===== config.mk =====
export PLATFORM = sky130hd
export DESIGN_NAME = dbg_uart_loader
export DESIGN_NICKNAME = d
export VERILOG_FILES = /design/src/rtl/dbg_loader_pkg.sv /design/src/rtl/dbg_loader_timeout.sv /design/src/rtl/dbg_uart_loader.sv
export SDC_FILE = /design/constraint.sdc
export NUM_CORES = 1
export LEC_CHECK = 0
export BUFFER_PORTS_ARGS = -buffer_cell sky130_fd_sc_hd__buf_2
export CORE_MARGIN = 2
export CORE_UTILIZATION = 45
export DETAILED_ROUTE_END_ITERATION = 8
export PLACE_DENSITY = 0.65
export SLEW_MARGIN = 20
export SYNTH_ARGS = -nofsm -noshare
export SYNTH_HDL_FRONTEND = slang
export SYNTH_SLANG_ARGS = --single-unit

===== constraint.sdc =====
create_clock -name clk -period 2.8 [get_ports clk]
set_input_delay 0.14 -clock clk [delete_from_list [all_inputs] [get_ports clk]]
set_output_delay 0.14 -clock clk [all_outputs]
set_load 0.005 [all_outputs]

===== src/rtl/dbg_loader_pkg.sv =====
// Shared definitions for the UART debug loader: command/response bytes and frame states.
package dbg_loader_pkg;

  localparam logic [7:0] CMD_WRITE = 8'h57;
  localparam logic [7:0] CMD_HALT  = 8'h48;
  localparam logic [7:0] CMD_GO    = 8'h47;

  localparam logic [7:0] RSP_ACK = 8'h06;
  localparam logic [7:0] RSP_NAK = 8'h15;

  typedef enum logic [2:0] {
    ST_IDLE,
    ST_ADDR,
    ST_DATA,
    ST_WRITE,
    ST_RESP
  } state_t;

endpackage


===== src/rtl/dbg_loader_timeout.sv =====
// Inter-byte idle counter: expires after TIMEOUT_CYCLES idle cycles while a frame is open.
module dbg_loader_timeout
  import dbg_loader_pkg::*;
#(
  parameter int TIMEOUT_CYCLES = 100000
) (
  input  logic clk,
  input  logic n_reset,
  input  logic run,
  input  logic clr,
  output logic expired
);

  localparam int CW = $clog2(TIMEOUT_CYCLES + 1);
  localparam logic [CW-1:0] LAST = CW'(TIMEOUT_CYCLES - 1);

  logic [CW-1:0] cnt;

  always_ff @(posedge clk or negedge n_reset) begin
    if (!n_reset) begin
      cnt <= '0;
    end else if (clr || !run) begin
      cnt <= '0;
    end else if (cnt != LAST) begin
      cnt <= cnt + 1'b1;
    end
  end

  // A byte arriving in the expiry cycle suppresses the expiry.
  assign expired = run && !clr && (cnt == LAST);

endmodule


===== src/rtl/dbg_uart_loader.sv =====
// UART-framed loader that writes words through the SoC debug memory port and controls CPU reset.
module dbg_uart_loader
  import dbg_loader_pkg::*;
#(
  parameter int WR_CYCLES      = 4,
  parameter int TIMEOUT_CYCLES = 100000,
  parameter int BOOT_HALTED    = 1
) (
  input  logic        clk,
  input  logic        n_reset,
  input  logic [7:0]  rx_data,
  input  logic        rx_valid,
  output logic [7:0]  tx_data,
  output logic        tx_valid,
  input  logic        tx_ready,
  output logic        cpu_n_reset,
  output logic        dbg_mem_op,
  output logic [3:0]  dbg_wren,
  output logic [31:0] dbg_adr,
  output logic [31:0] dbg_do
);

  localparam int WW = $clog2(WR_CYCLES + 1);
  localparam logic [WW-1:0] WR_LAST = WW'(WR_CYCLES - 1);
  localparam logic RUN_AT_BOOT = (BOOT_HALTED == 0);

  state_t        state;
  logic [1:0]    idx;
  logic [31:0]   addr_sr;
  logic [31:0]   data_sr;
  logic [WW-1:0] wcnt;
  logic          tmo_run;
  logic          tmo_expired;

  assign tmo_run = (state == ST_ADDR) || (state == ST_DATA);

  dbg_loader_timeout #(
    .TIMEOUT_CYCLES(TIMEOUT_CYCLES)
  ) u_timeout (
    .clk    (clk),
    .n_reset(n_reset),
    .run    (tmo_run),
    .clr    (rx_valid),
    .expired(tmo_expired)
  );

  always_ff @(posedge clk or negedge n_reset) begin
    if (!n_reset) begin
      state       <= ST_IDLE;
      idx         <= '0;
      addr_sr     <= '0;
      data_sr     <= '0;
      wcnt        <= '0;
      cpu_n_reset <= RUN_AT_BOOT;
      dbg_mem_op  <= 1'b0;
      dbg_wren    <= 4'h0;
      dbg_adr     <= '0;
      dbg_do      <= '0;
      tx_valid    <= 1'b0;
      tx_data     <= '0;
    end else begin
      case (state)
        ST_IDLE: begin
          if (rx_valid) begin
            idx <= '0;
            case (rx_data)
              CMD_WRITE: state <= ST_ADDR;
              CMD_HALT: begin
                cpu_n_reset <= 1'b0;
                tx_data     <= RSP_ACK;
                tx_valid    <= 1'b1;
                state       <= ST_RESP;
              end
              CMD_GO: begin
                cpu_n_reset <= 1'b1;
                tx_data     <= RSP_ACK;
                tx_valid    <= 1'b1;
                state       <= ST_RESP;
              end
              default: begin
                tx_data  <= RSP_NAK;
                tx_valid <= 1'b1;
                state    <= ST_RESP;
              end
            endcase
          end
        end

        ST_ADDR: begin
          if (rx_valid) begin
            addr_sr <= {rx_data, addr_sr[31:8]};
            idx     <= idx + 1'b1;
            if (idx == 2'd3) state <= ST_DATA;
          end else if (tmo_expired) begin
            state <= ST_IDLE;
          end
        end

        ST_DATA: begin
          if (rx_valid) begin
            data_sr <= {rx_data, data_sr[31:8]};
            idx     <= idx + 1'b1;
            if (idx == 2'd3) begin
              // Only aligned writes into a halted CPU reach the memory port.
              if ((addr_sr[1:0] != 2'b00) || cpu_n_reset) begin
                tx_data  <= RSP_NAK;
                tx_valid <= 1'b1;
                state    <= ST_RESP;
              end else begin
                dbg_adr    <= addr_sr;
                dbg_do     <= {rx_data, data_sr[31:8]};
                dbg_mem_op <= 1'b1;
                dbg_wren   <= 4'hF;
                wcnt       <= '0;
                state      <= ST_WRITE;
              end
            end
          end else if (tmo_expired) begin
            state <= ST_IDLE;
          end
        end

        ST_WRITE: begin
          if (wcnt == WR_LAST) begin
            dbg_mem_op <= 1'b0;
            dbg_wren   <= 4'h0;
            tx_data    <= RSP_ACK;
            tx_valid   <= 1'b1;
            state      <= ST_RESP;
          end else begin
            wcnt <= wcnt + 1'b1;
          end
        end

        ST_RESP: begin
          if (tx_ready) begin
            tx_valid <= 1'b0;
            state    <= ST_IDLE;
          end
        end

        default: state <= ST_IDLE;
      endcase
    end
  end

endmodule


==> impl_metrics.csv, run 1 <==
group,metric,value,unit
yosys,synth_top_family_by_area,"multiplexers",
drt,firstDrtPassIters,4,
yosys,synth_top_cell_area_share,60.34,%
final_layout,fill_cells,1166,
die,die_h,122.0,um
setup_path,path_max_fanout,26,
final_layout,antenna_cells,0,
yosys,synth_cells,449,
final_layout,multi_input_area,0.002292,sq mm
setup_path,path_class,"reg -> reg",
sta,hold_violations,0,
drt,drc,0,
clock_network,cts_buffer_depth,2,
setup_path,startpoint_type,"register",
sta,slew_viol_final,0,
drt,dr.first_iter.drc_count,180,
sta,rsz0062_at_grt,"false",
sta,fmaxAchievable,0.4717,GHz
power,clock_power_share,39.0,%
final_layout,post-route-util,54.25,%
yosys,synthXorXnorAreaFrac,1.119,%
yosys,synthAdderAreaFrac,0.7992,%
global_routing,grt_pass1_wl,19.80,mm
yosys,synth_common_cells,"dfrtp_1, mux2_2, buf_2",
global_routing,overflow,0,
die,die_area,0.01488,sq mm
setup_path,crit-reg2reg-launch,"state[1]",
flow_run,cap_violations,0,
drt,via_per_inst,5.188,
setup_path,cp_data_arrival_time,2.42,ns
yosys,synth_edf_count,0,
clock_network,cts_tree,"done",
final_layout,drive_above_1_share,46.51,%
yosys,synth-simple-area-share,8.611,%
yosys,synth_mux_area_share,21.96,%
final_layout,syn_to_final_growth,18.84,%
sta,setup_ws,0.6800,ns
setup_path,cp-end-kind,"register",
clock_network,clk_pin_slew,0.06,ns
power,switching_share,25.23,%
drt,vias,3756,
yosys,seq_area_frac_synth,60.34,%
power,p_sw,1483,uW
global_routing,grt_antenna_before_repair,0,
clock_network,cts_sinks,151,
drt,ant_nets,0,
sta,skew,0.006297,ns
yosys,synth_compound_area_share,3.636,%
worst_hold_path,hold_start,"tx_ready",
clock_network,htree_levels,4,
yosys,ys_async_sr_fraction,100.0,%
yosys,yosysWarnings,0,
sta,setup_viol,0,
power,power_leakage,0.003758,uW
die,num_io_pins,91,
setup_path,required,3.10,ns
clock_network,insertion_delay,0.42,ns
outcome,status,"finished, final reports clean",
final_layout,register_area,0.003779,sq mm
sta,setup-tns-final,0,ns
global_routing,grt_max_degree,67,
place,dp.cells,691,
yosys,yosysMostFrequentCell,"dfrtp_1",
yosys,syn_avg_cell_area,13.95,sq um
yosys,yosysTopAreaCell,"dfrtp_1",
place,pre_cts_slack,0.6888,ns
global_routing,grt_usage,17.27,%
place,place.gp.congestion,0.8005,
power,power_frac_seq,48.2,%
power,vdd_drop_max,0.0004682,V
power,power.internal,4396,uW
yosys,synth_flop_cell,"dfrtp_1",
yosys,syn_area,0.006262,sq mm
place,dp_hpwl,7.962,mm
die,core,0.01372,sq mm
global_routing,grt_pass1_vias,3839,
yosys,ys_types,53,
sta,min_period_over_period,75.72,%
power,p_comb_share,12.8,%
drt,wl_per_cell,16.41,um
die,die_width,122.0,um
yosys,synth-seq-cells,151,
drt,routed_wl,11.88,mm
sta,max_slew_margin,64.59,%
final_layout,nets,547,
die,initial_utilization,45.65,%
sta,fin_hold_ws,0.03471,ns
final_layout,fin_cells,724,
place,portBuffers,86,
yosys,synthTopCellsByArea,"dfrtp_1, mux2_2, buf_2",
power,powerDensity,789.9,mW/mm^2
sta,period_minus_slack,2.120,ns
sta,tightestPinTransition,0.5299,ns
clock_network,cts-root-buf,"clkbuf_16",
clock_network,numCtsBuffers,17,
die,row_count,43,
setup_path,critPathLaunch,"state[1]",
worst_hold_path,hp-class,"in -> reg",
-- cell type report --
class	instances	share of cell area, %
clock inverter	12	2.051
sequential	151	50.77
inverter	4	0.2017
tap	180	3.026
clock buffer	20	6.002
timing repair buffer	95	7.145
multi-input combinational	262	30.80
-- per-stage QoR --
stage	instance area, sq um	total power (uW)
CTS	7442	5952
floorplan	6274	3391
finish	7442	5878
global route	7442	6194
global placement	6833	3586
detailed placement	6833	3633
-- placed cells by master (no fill, tap or decap), types with 5 or more instances in the layout --
cell type,n
xor2_1,7
clkbuf_16,17
nand4_1,5
o21ai_0,13
a21oi_1,6
nor3_1,5
nand2_1,13
buf_4,6
dfrtp_1,151
buf_2,85
nor2_1,11
or3_1,5
mux2_2,118
nand3_1,11
nand2b_1,7
-- critical path, stage by stage, from the launching register on --
cell	delay, ns
dfrtp_1	0.65
and4bb_2	0.36
nand3_4	0.35
buf_4	0.35
mux2_2	0.29
-- what timing repair did --
| item | CTS | global route |
|---|---|---|
| resized for setup | 0 | 0 |
| hold buffers | 1 | 0 |
| buffers inserted | 0 | 0 |
| hold endpoints to repair | 48 | 0 |
-- state kept, by name (all words and copies together), names as in the netlist, 3 cells and up --
name,flops
addr_sr,32
dbg_adr,32
dbg_do,32
data_sr,24
u_timeout.cnt,17
state,3
tx_data,3
wcnt,3
-- path summary, 6_finish.rpt --
| path | to | slack, ns | cells after the start |
|---|---|---|---|
| worst max-delay path | dbg_adr[4] | 0.68 | 4 |
| worst min-delay path | state[2] | 0.03 | 3 |
| worst max register to register | dbg_adr[4] | 0.68 | 4 |
| worst min register to register | tx_data[2] | 0.47 | 1 |
| max in group asynchronous | dbg_adr[11] | 1.74 | 3 |
| min in group asynchronous | dbg_adr[31] | 0.24 | 2 |
-- per-layer routing --
metal | wire length (um) | up-vias | global-route usage (%)
li1 | - | 1759 | -
met1 | 5504 | 1908 | 23.20
met2 | 5591 | 72 | 26.47
met3 | 573 | 17 | 4.869
met4 | 209 | 0 | 7.184
met5 | 0 | - | 0
-- power groups by stage --
stage | logic (uW) | clock network, uW | registers [uW]
6_report | 754 | 2290 | 2830
5_1_grt | 842 | 2450 | 2900
4_1_cts | 767 | 2340 | 2840
3_5_place_dp | 759 | 0 | 2870
3_3_place_gp | 731 | 0 | 2860
2_1_floorplan | 656 | 0 | 2740
-- logic make-up after synthesis --
group                      after synthesis
xor gates and xnor gates                 8
adders and majority gates                4
other                                    1
buffers and inverters                   39
and+or+nand+nor                         88
DFF                                    151
muxes                                  122
AOI/OAI and AO/OA                       36
Power figures use the tool's default switching activity.
==> run 2: changes to the inputs <==
--- a/config.mk
+++ b/config.mk
@@ -9,7 +9,7 @@
 export CORE_MARGIN = 2
 export CORE_UTILIZATION = 45
 export DETAILED_ROUTE_END_ITERATION = 8
-export PLACE_DENSITY = 0.65
+export PLACE_DENSITY = 0.68
 export SLEW_MARGIN = 20
 export SYNTH_ARGS = -nofsm -noshare
 export SYNTH_HDL_FRONTEND = slang
==> constraint.sdc (replaced) <==
create_clock -name clk -period 1.88 [get_ports clk]
set_input_delay 0.094 -clock clk [delete_from_list [all_inputs] [get_ports clk]]
set_output_delay 0.094 -clock clk [all_outputs]
set_load 0.005 [all_outputs]
==> impl_metrics.csv, run 2 (synthesis results as in run 1) <==
group,metric,value,unit
final_layout,fill_cells,1164,
final_layout,top_regs,"addr_sr x32, dbg_adr x32, dbg_do x32",
clock_network,cts_setup_buffers,0,
worst_hold_path,hold_end,"addr_sr[26]",
power,vdd_drop_max,0.0006199,V
drt,firstDrtPassIters,4,
setup_path,crit_chain,"or3b_2, a2bb2oi_1, or4_4, mux2_4",
die,die_area,0.01488,sq mm
flow_run,cap_violations,0,
place,placed_area,0.006983,sq mm
clock_network,htree_levels,4,
power,powerDensity,1169,mW/mm^2
power,total_power,8957,uW
sta,tightestPinTransition,0.5319,ns
worst_hold_path,min_path_cells,2,
global_routing,overflow,0,
final_layout,post-route-util,55.84,%
sta,skew,0.006271,ns
final_layout,syn_to_final_growth,22.34,%
drt,via_per_inst,5.190,
setup_path,crit_slowest_cell,"or3b_2",
sta,setup-tns-final,0,ns
global_routing,grt_usage,17.48,%
setup_path,cp-end-kind,"register",
final_layout,nets,566,
sta,min_period_over_period,95.66,%
die,die_width,122.0,um
power,p_comb_share,14.3,%
sta,max_slew_margin,64.54,%
power,p_sw,2308,uW
setup_path,max_stage_delay,0.51,ns
drt,drc,0,
setup_path,required,2.18,ns
sta,period_minus_slack,1.798,ns
setup_path,reg2reg_to,"tx_data[1]",
power,power_leakage,0.003884,uW
final_layout,antenna_cells,0,
drt,wl_per_cell,16.22,um
final_layout,drive_above_1_share,48.67,%
drt,dr.first_iter.drc_count,140,
global_routing,grt_max_degree,57,
setup_path,crit_buf_inv,0,
global_routing,grt_pass1_vias,3862,
power,switching_share,25.77,%
sta,setup_viol,0,
clock_network,cts_buffer_depth,2,
outcome,status,"finished, final reports clean",
power,clock_power_share,39.0,%
worst_hold_path,hold_start,"rx_data[2]",
power,power.internal,6649,uW
die,num_io_pins,91,
die,initial_utilization,45.65,%
die,core,0.01372,sq mm
setup_path,rr_worst_depth,4,
setup_path,cp_data_arrival_time,2.10,ns
place,dp_hpwl,8.195,mm
die,die_h,122.0,um
drt,routed_wl,12.05,mm
setup_path,path_class,"reg -> reg",
global_routing,grt_antenna_before_repair,0,
die,row_count,43,
setup_path,path_delay_family,"simple AND/OR/NAND/NOR gates",
sta,fmaxAchievable,0.5561,GHz
sta,hold_violations,0,
final_layout,most-common-layout-cells,"dfrtp_1, mux2_2, buf_2",
drt,vias,3856,
clock_network,numCtsBuffers,17,
setup_path,crit-reg2reg-launch,"state[2]",
setup_path,rrSetupSlack,0.08,ns
place,place.gp.congestion,0.8222,
setup_path,startpoint_type,"register",
power,power_frac_seq,46.7,%
clock_network,cts-root-buf,"clkbuf_16",
setup_path,path_max_fanout,9,
drt,ant_nets,0,
final_layout,final_common_cell,"dfrtp_1",
clock_network,cts_sinks,151,
clock_network,insertion_delay,0.42,ns
clock_network,cts_tree,"done",
place,portBuffers,86,
sta,slew_viol_final,0,
final_layout,final_area,0.007661,sq mm
global_routing,grt_pass1_wl,19.89,mm
clock_network,clk_pin_slew,0.06,ns
worst_hold_path,hp-class,"in -> reg",
-- run 2: cell count changes in the layout (fill, tap and decap cells not counted), moves of 2 or more --
cell / delta
nor4b_2: +2
dlygate4sd3_1: +4
buf_12: +3
clkinvlp_4: -2
clkbuf_1: -2
buf_4: +12
nor4b_1: -2
inv_6: +4
-- run 2: final cells by class --
type	count	area [sq um]	share of cell area (%)
Multi-Input combinational cell	262	2307	30.12
Clock inverter	14	172.7	2.254
Inverter	4	15.01	0.1960
Timing Repair Buffer	114	721.9	9.423
Clock buffer	18	439.2	5.732
Tap cell	180	225.2	2.940
Sequential cell	151	3780	49.34
-- run 2: timing repair --
action | 4_1_cts | 5_1_grt
endpoints found under the hold margin | 61 | 0
gates resized for setup | 0 | 4
endpoints found under the setup margin | 0 | 26
hold buffers | 5 | 0
-- run 2: worst max-delay path by stage --
stage / startpoint / endpoint / slack [ns] / cells past startpoint
finish: state[2] / tx_data[1] / 0.08 / 4
CTS: state[0] / tx_data[1] / 0.06 / 5
global placement: state[0] / tx_data[1] / 0.09 / 5
global route: state[2] / tx_data[1] / -0.001 / 4
detailed placement: state[0] / tx_data[1] / 0.07 / 5
floorplan: idx[0] / tx_data[1] / 0.06 / 6
-- run 2: per-stage QoR --
stage / std cells / worst slack [ns] / hold WS (ns)
after floorplan: 452 / 0.05672 / -0.2016
after global placement: 706 / 0.09224 / 0.09286
after detailed placement: 706 / 0.06875 / 0.09641
after CTS: 743 / 0.05777 / 0.007230
after global routing: 743 / -0.001401 / 0.02312
final: 743 / 0.08168 / 0.02789
-- run 2: layer usage --
metal | up-vias | part of all wire (%) | wire [um] | track usage (%)
li1 | 1801 | - | - | -
met1 | 1957 | 45 | 5458 | 23.03
met2 | 84 | 48 | 5789 | 27.23
met3 | 14 | 5.1 | 612 | 4.963
met4 | 0 | 1.6 | 189 | 7.328
met5 | - | 0 | 0 | 0
-- run 2: power by group through the flow --
stage                     Combinational, uW  Clock [uW]  Sequential (uW)
after floorplan                         977           0             4070
after global placement                 1230           0             4210
after detailed placement               1270           0             4240
after CTS                              1290        3560             4190
after global routing                   1430        3700             4270
final                                  1280        3490             4190
